### src/rtl/jt12_mixer_if.sv
// jt12_mixer_if: sample inputs, register bus and mixed stereo outputs of the FM+PSG mixer.
interface jt12_mixer_if #(parameter int NUM_PSG = 3);
  logic signed [15:0]   fm_left, fm_right;
  logic [8*NUM_PSG-1:0] psg;
  logic                 sample, wr;
  logic [3:0]           waddr;
  logic [7:0]           wdata;
  logic [15:0]          left, right;
  logic                 out_valid, overrun, busy;
  modport master (output fm_left, fm_right, psg, sample, wr, waddr, wdata,
                  input left, right, out_valid, overrun, busy);
  modport slave (input fm_left, fm_right, psg, sample, wr, waddr, wdata,
                 output left, right, out_valid, overrun, busy);
endinterface

### src/rtl/jt12_mixer.sv
// jt12_mixer: serial gain/pan stereo mixer of FM plus NUM_PSG PSG channels, one source per cen cycle.
module jt12_mixer #(
  parameter int NUM_PSG   = 3,
  parameter int PSG_SHIFT = 5,
  parameter int ACC_W     = 20
) (
  input logic clk,
  input logic rst_n,
  input logic cen,
  jt12_mixer_if.slave bus
);
  localparam int IW = $clog2(NUM_PSG + 1);
  localparam int PW = 16 + PSG_SHIFT;
  localparam logic signed [ACC_W-1:0] MAX_V = ACC_W'(32767);
  localparam logic signed [ACC_W-1:0] MIN_V = ACC_W'(-32768);
  typedef enum logic [1:0] {IDLE, ACC, OUT} state_t;
  state_t state_q, state_d;
  logic [IW-1:0] idx_q, idx_d;
  logic signed [ACC_W-1:0] acc_l_q, acc_l_d, acc_r_q, acc_r_d;
  logic signed [15:0] fml_q, fml_d, fmr_q, fmr_d;
  logic [7:0] psg_q [NUM_PSG], psg_d [NUM_PSG];
  logic [7:0] gain_q [NUM_PSG+1], gain_d [NUM_PSG+1], gsh_q [NUM_PSG+1], gsh_d [NUM_PSG+1];
  logic [1:0] pan_q [NUM_PSG], pan_d [NUM_PSG], psh_q [NUM_PSG], psh_d [NUM_PSG];
  logic [15:0] left_q, left_d, right_q, right_d;
  logic out_valid_q, out_valid_d, overrun_q, overrun_d, busy_q, busy_d;
  logic [7:0] cur_gain, cur_psg;
  logic [1:0] cur_pan;
  logic signed [24:0] fml_prod, fmr_prod;
  logic [PW-1:0] psg_prod;
  logic signed [ACC_W-1:0] fml_term, fmr_term, psg_term, term_l, term_r;

  function automatic logic [15:0] sat(input logic signed [ACC_W-1:0] a);
    return a > MAX_V ? 16'h7fff : a < MIN_V ? 16'h8000 : a[15:0];
  endfunction

  // Single shared MAC per side: select the source addressed by idx from the shadow copies.
  always_comb begin
    cur_gain = gsh_q[0];
    cur_psg  = '0;
    cur_pan  = '0;
    for (int k = 1; k <= NUM_PSG; k++)
      if (idx_q == IW'(k)) begin
        cur_gain = gsh_q[k];
        cur_psg  = psg_q[k-1];
        cur_pan  = psh_q[k-1];
      end
    fml_prod = fml_q * $signed({1'b0, cur_gain});
    fmr_prod = fmr_q * $signed({1'b0, cur_gain});
    psg_prod = PW'({cur_psg, {PSG_SHIFT{1'b0}}}) * PW'(cur_gain);
    fml_term = ACC_W'(fml_prod >>> 7);
    fmr_term = ACC_W'(fmr_prod >>> 7);
    psg_term = $signed(ACC_W'(psg_prod >> 7));
    term_l   = idx_q == '0 ? fml_term : cur_pan[1] ? psg_term : '0;
    term_r   = idx_q == '0 ? fmr_term : cur_pan[0] ? psg_term : '0;
  end

  always_comb begin
    state_d     = state_q;
    idx_d       = idx_q;
    acc_l_d     = acc_l_q;
    acc_r_d     = acc_r_q;
    fml_d       = fml_q;
    fmr_d       = fmr_q;
    psg_d       = psg_q;
    gain_d      = gain_q;
    gsh_d       = gsh_q;
    pan_d       = pan_q;
    psh_d       = psh_q;
    left_d      = left_q;
    right_d     = right_q;
    out_valid_d = 1'b0;
    overrun_d   = overrun_q;
    busy_d      = busy_q;
    for (int k = 0; k <= NUM_PSG; k++)
      if (bus.wr && bus.waddr == 4'(k)) gain_d[k] = bus.wdata;
    for (int k = 0; k < NUM_PSG; k++)
      if (bus.wr && bus.waddr == 4'(8 + k)) pan_d[k] = bus.wdata[1:0];
    if (bus.wr && bus.waddr == 4'd15 && bus.wdata[0]) overrun_d = 1'b0;
    if (cen) begin
      if (state_q == IDLE && bus.sample) begin
        fml_d   = bus.fm_left;
        fmr_d   = bus.fm_right;
        for (int k = 0; k < NUM_PSG; k++) psg_d[k] = bus.psg[8*k +: 8];
        gsh_d   = gain_q;
        psh_d   = pan_q;
        acc_l_d = '0;
        acc_r_d = '0;
        idx_d   = '0;
        busy_d  = 1'b1;
        state_d = ACC;
      end
      // Placed after the clear so a simultaneous overrun wins.
      if (state_q != IDLE && bus.sample) overrun_d = 1'b1;
      if (state_q == ACC) begin
        acc_l_d = acc_l_q + term_l;
        acc_r_d = acc_r_q + term_r;
        idx_d   = idx_q + 1'b1;
        state_d = idx_q == IW'(NUM_PSG) ? OUT : ACC;
      end
      if (state_q == OUT) begin
        left_d      = sat(acc_l_q);
        right_d     = sat(acc_r_q);
        out_valid_d = 1'b1;
        busy_d      = 1'b0;
        state_d     = IDLE;
      end
    end
  end

  always_ff @(posedge clk or negedge rst_n)
    if (!rst_n) begin
      state_q     <= IDLE;
      idx_q       <= '0;
      acc_l_q     <= '0;
      acc_r_q     <= '0;
      fml_q       <= '0;
      fmr_q       <= '0;
      psg_q       <= '{default: 8'h00};
      gain_q      <= '{default: 8'h80};
      gsh_q       <= '{default: 8'h80};
      pan_q       <= '{default: 2'b11};
      psh_q       <= '{default: 2'b11};
      left_q      <= '0;
      right_q     <= '0;
      out_valid_q <= 1'b0;
      overrun_q   <= 1'b0;
      busy_q      <= 1'b0;
    end else begin
      state_q     <= state_d;
      idx_q       <= idx_d;
      acc_l_q     <= acc_l_d;
      acc_r_q     <= acc_r_d;
      fml_q       <= fml_d;
      fmr_q       <= fmr_d;
      psg_q       <= psg_d;
      gain_q      <= gain_d;
      gsh_q       <= gsh_d;
      pan_q       <= pan_d;
      psh_q       <= psh_d;
      left_q      <= left_d;
      right_q     <= right_d;
      out_valid_q <= out_valid_d;
      overrun_q   <= overrun_d;
      busy_q      <= busy_d;
    end

  assign bus.left      = left_q;
  assign bus.right     = right_q;
  assign bus.out_valid = out_valid_q;
  assign bus.overrun   = overrun_q;
  assign bus.busy      = busy_q;
endmodule

### src/flat_wrapper.sv
// flat-port wrapper written by rule: the top's interface ports become plain ports
module jt12_mixer_flat 
#(
  parameter int NUM_PSG   = 3,
  parameter int PSG_SHIFT = 5,
  parameter int ACC_W     = 20
)
  (clk, rst_n, cen, bus_fm_left, bus_fm_right, bus_psg, bus_sample, bus_wr, bus_waddr, bus_wdata, bus_left, bus_right, bus_out_valid, bus_overrun, bus_busy);
  jt12_mixer_if #(.NUM_PSG(NUM_PSG)) bus_i ();
  input logic clk;
  input logic rst_n;
  input logic cen;
  input wire logic [$bits(bus_i.fm_left)-1:0] bus_fm_left;
  input wire logic [$bits(bus_i.fm_right)-1:0] bus_fm_right;
  input wire logic [$bits(bus_i.psg)-1:0] bus_psg;
  input wire logic [$bits(bus_i.sample)-1:0] bus_sample;
  input wire logic [$bits(bus_i.wr)-1:0] bus_wr;
  input wire logic [$bits(bus_i.waddr)-1:0] bus_waddr;
  input wire logic [$bits(bus_i.wdata)-1:0] bus_wdata;
  output wire logic [$bits(bus_i.left)-1:0] bus_left;
  output wire logic [$bits(bus_i.right)-1:0] bus_right;
  output wire logic [$bits(bus_i.out_valid)-1:0] bus_out_valid;
  output wire logic [$bits(bus_i.overrun)-1:0] bus_overrun;
  output wire logic [$bits(bus_i.busy)-1:0] bus_busy;
  assign bus_i.fm_left = bus_fm_left;
  assign bus_i.fm_right = bus_fm_right;
  assign bus_i.psg = bus_psg;
  assign bus_i.sample = bus_sample;
  assign bus_i.wr = bus_wr;
  assign bus_i.waddr = bus_waddr;
  assign bus_i.wdata = bus_wdata;
  assign bus_left = bus_i.left;
  assign bus_right = bus_i.right;
  assign bus_out_valid = bus_i.out_valid;
  assign bus_overrun = bus_i.overrun;
  assign bus_busy = bus_i.busy;
  jt12_mixer #(.NUM_PSG(NUM_PSG), .PSG_SHIFT(PSG_SHIFT), .ACC_W(ACC_W)) u_core (.clk(clk), .rst_n(rst_n), .cen(cen), .bus(bus_i));
endmodule
### config.mk
export PLATFORM = sky130hd
export DESIGN_NAME = jt12_mixer_flat
export DESIGN_NICKNAME = d
export VERILOG_FILES = /design/src/rtl/jt12_mixer_if.sv /design/src/rtl/jt12_mixer.sv /design/src/flat_wrapper.sv
export SDC_FILE = /design/constraint.sdc
export NUM_CORES = 1
export LEC_CHECK = 0
export ABC_AREA = 1
export BUFFER_PORTS_ARGS = -buffer_cell sky130_fd_sc_hd__buf_2
export CORE_ASPECT_RATIO = 0.5
export CORE_MARGIN = 2
export CORE_UTILIZATION = 65
export CTS_CLUSTER_SIZE = 25
export DETAILED_ROUTE_END_ITERATION = 10
export PLACE_DENSITY = 0.81
export SYNTH_ARGS = -nofsm -noshare
export SYNTH_HDL_FRONTEND = slang
export SYNTH_SLANG_ARGS = --single-unit
### constraint.sdc
create_clock -name clk -period 13.8 [get_ports clk]
set_clock_uncertainty 0.05 [all_clocks]
set_input_delay 3.45 -clock clk [delete_from_list [all_inputs] [get_ports clk]]
set_output_delay 3.45 -clock clk [all_outputs]
set_load 0.005 [all_outputs]
==> metrics <==
share of post-route cells with drive strength above 1=between 7 and 8%; storage element area=around 5300 µm²; pin count of the biggest net entering global routing=85; Area contributors post-synth=sky130_fd_sc_hd__fa_1, sky130_fd_sc_hd__dfrtp_1, sky130_fd_sc_hd__nand2_1; initial standard-cell utilization of the core=about two thirds; Die W=approximately 260 µm; element type at the critical path start=flip-flop; critical-path maximum fanout=22; result of the run=finished, final reports clean; die span in y=132 µm; Post-CTS Repair Setup Buffers=0; post-cts resize count=0; Synth cell types=a little under 60; clock tree from TritonCTS=done; area taken by multi-input logic gates=~14000 µm²; total global routing overflow=0; max cap viols=0; number of hold-slack violations in the final timing report=0; number of placement rows=46; average wire length per cell after detail routing=17.2 µm; upper clock frequency limit=115 MHz; Setup Crit Path Kind=reg -> reg; number of antenna violations at the first check in global routing=0; Port Buf Inserts=approximately 110; clock-pin slew on the worst setup and hold paths=around 0.070 ns; data required time at the worst endpoint=14.17 ns; HPWL Detailed=43.0 mm; wire length of the first global-routing pass=92.2 mm; DR iter-0 viols=~1600; drt total wl=about 55 mm; Critical Path AT=9.06 ns; CP max-delay cell=sky130_fd_sc_hd__fa_1; fraction of the yosys area taken by sequential cells=around a quarter; vias per inst=approximately 5.6; Syn Area/Cell=7.86 µm²; flip-flop and latch count after synthesis=211; mapped cell area=21200 µm²; H-tree levels=1; number of warnings printed during yosys synthesis=0; worst-case headroom to the max-slew limit=around 28%; hold bufs inserted after CTS=0; sum of negative setup slack=0 ns; Filler Cells Inserted=2584; maximum single-stage delay on the critical path=0.56 ns; power density over cell area=57.9 nW/µm²; most instantiated cells after synthesis=sky130_fd_sc_hd__nand2_1, sky130_fd_sc_hd__inv_1, sky130_fd_sc_hd__nor2_1; overall routing resource usage=33.8%; count of final setup violators=0; insertion delay to the later sink of the worst-skew pair=0.56 ns; global placement routability congestion=roughly 0.98; number of buffers and inverters on the critical path=7; antenna diode count=0; number of sinks on the clock net=211; Core Box Area=roughly 32000 µm²; maximum number of buffers from clock root to sink=3; slew at the pin with the worst max-slew slack=1.07 ns; cell with the most instances after synthesis=sky130_fd_sc_hd__nand2_1; Final WS setup=5.11 ns; total CTS buffers=21; Post-Place Worst Slack=5.33 ns; dominant cell type by area after synthesis=sky130_fd_sc_hd__fa_1; unrepaired setup endpoints after global routing=no; die area=34200 µm²; fraction of post-synthesis cell area in the top cell type by area=22.6%; kind of cell adding the most delay to the critical path=adder cells; worst hold path type=reg -> reg; post-synthesis instance total=2698; most repeated library cell on the critical path=sky130_fd_sc_hd__nand2_1; # nets final=3251; Pre-antenna DRT Iters=6; Syn-to-layout area delta=7.68%; nets in the synthesized netlist=around 3200; total DRC errors in the routed layout=0; Final Max Tran Viols=0; crit share post-route=63.0%; number of global-route vias before repair=around 18000; reg2reg setup slack=just over 5 ns; cell at the root of the clock tree=sky130_fd_sc_hd__clkbuf_16; routed via count=18048; EDFF count, synth=0; remaining antenna violation count after routing=0; Lkg Pwr=12.9 nW; I/O pin count=108; Fin Hold WS=0.411 ns; FFs w/ async S/R, synth=between 90% and 100%; Crit. End Element=flip-flop; leading register cell type out of synthesis=sky130_fd_sc_hd__dfrtp_1; VDD IR-drop max=83.1 µV; post-layout min period=8.69 ns
## cell type report
class	instances	share of cell area, %
Tap cell	432	2.37
Inverter	475	7.81
Sequential cell	211	23.2
Timing Repair Buffer	123	2.91
Multi-Input combinational cell	1935	60.6
Clock buffer	23	2.33
Clock inverter	15	0.756
## worst register-to-register path: cells and delay by family, from the launching register on
kind                     cells  cell delay, ns
buffers and inverters        7            1.32
adder cells (fa/ha/maj)      7            3.34
flip-flops                   1            0.42
AO/OA/AOI/OAI               11            1.76
AND/OR/NAND/NOR              9            1.37
XOR/XNOR                     1            0.32
## where the power goes
part,switching (mW),leakage [nW],internal (mW),total [mW]
clock,0.280,0.329,0.339,0.619
combinational,0.0281,9.99,0.0173,0.0454
sequential,0.0136,2.58,0.646,0.659
total,0.322,12.9,1.00,1.32
## through the flow
step	util [%]	std cells	power, mW	instance area [µm²]
5_1_grt	71.7	3214	1.36	22800
6_report	71.7	3214	1.32	22800
3_5_place_dp	69.4	3176	0.716	22100
2_1_floorplan	-	2698	0.684	21200
4_1_cts	71.7	3214	1.33	22800
3_3_place_gp	69.4	3176	0.714	22100
## layout by cell type, fill, tap and decap left out, types with 9 or more instances in the layout
cell                        synthesis  final
sky130_fd_sc_hd__nand2_1          653    653
sky130_fd_sc_hd__fa_1             240    240
sky130_fd_sc_hd__clkbuf_16          0     21
sky130_fd_sc_hd__xor2_1            20     20
sky130_fd_sc_hd__dfstp_2           20     20
sky130_fd_sc_hd__buf_4              1     16
sky130_fd_sc_hd__xnor2_1           19     19
sky130_fd_sc_hd__nor3_1            13     13
sky130_fd_sc_hd__buf_2              3    106
sky130_fd_sc_hd__or2_2              9      9
sky130_fd_sc_hd__ha_1             171    171
sky130_fd_sc_hd__nor2_1           314    313
sky130_fd_sc_hd__nand4_1           10     10
sky130_fd_sc_hd__o21ai_0          195    194
sky130_fd_sc_hd__nand3_1           45     44
sky130_fd_sc_hd__a21oi_1          126    126
sky130_fd_sc_hd__inv_1            468    467
sky130_fd_sc_hd__dfrtp_1          191    191
sky130_fd_sc_hd__o22ai_1           17     17
## sequential cells by signal, indices dropped and copies added (netlist names), 16 cells and up
| signal | count |
|---|---|
| u_core.acc_r_q | 20 |
| u_core.bus.left | 16 |
| u_core.fml_q | 16 |
| u_core.acc_l_q | 20 |
| u_core.gsh_q | 32 |
| u_core.bus.right | 16 |
| u_core.psg_q | 24 |
| u_core.gain_q | 32 |
| u_core.fmr_q | 16 |
## worst paths after layout
check                                start                  to  cells after the start
max                        u_core.idx_q[0]  u_core.acc_l_q[18]                     35
min                        u_core.pan_q[0]     u_core.psh_q[0]                      2
max reg2reg                u_core.idx_q[0]  u_core.acc_l_q[18]                     35
min reg2reg                u_core.pan_q[0]     u_core.psh_q[0]                      2
max in group asynchronous            rst_n  u_core.bus.left[7]                      2
min in group asynchronous            rst_n   u_core.gain_q[27]                      1
## cell families (layout without fill, tap and decap cells)
logic type	after synthesis	in the layout	synth area share, %
AND/OR/NAND/NOR	1069	1069	19.9
buffers and inverters	552	636	9.80
AO/OA/AOI/OAI	416	416	11.0
adder cells (fa/ha/maj)	411	411	32.7
flip-flops	211	211	25.0
XOR/XNOR	39	39	1.61
## layer usage
layer,global-route usage (%),up-vias,routed length [µm]
li1,-,8503,-
met1,48.1,8709,24100
met2,53.5,736,24600
met3,7.73,100,5420
met4,7.09,0,1270
met5,0,-,0
Note: power is estimated with default switching activity, not from simulation.
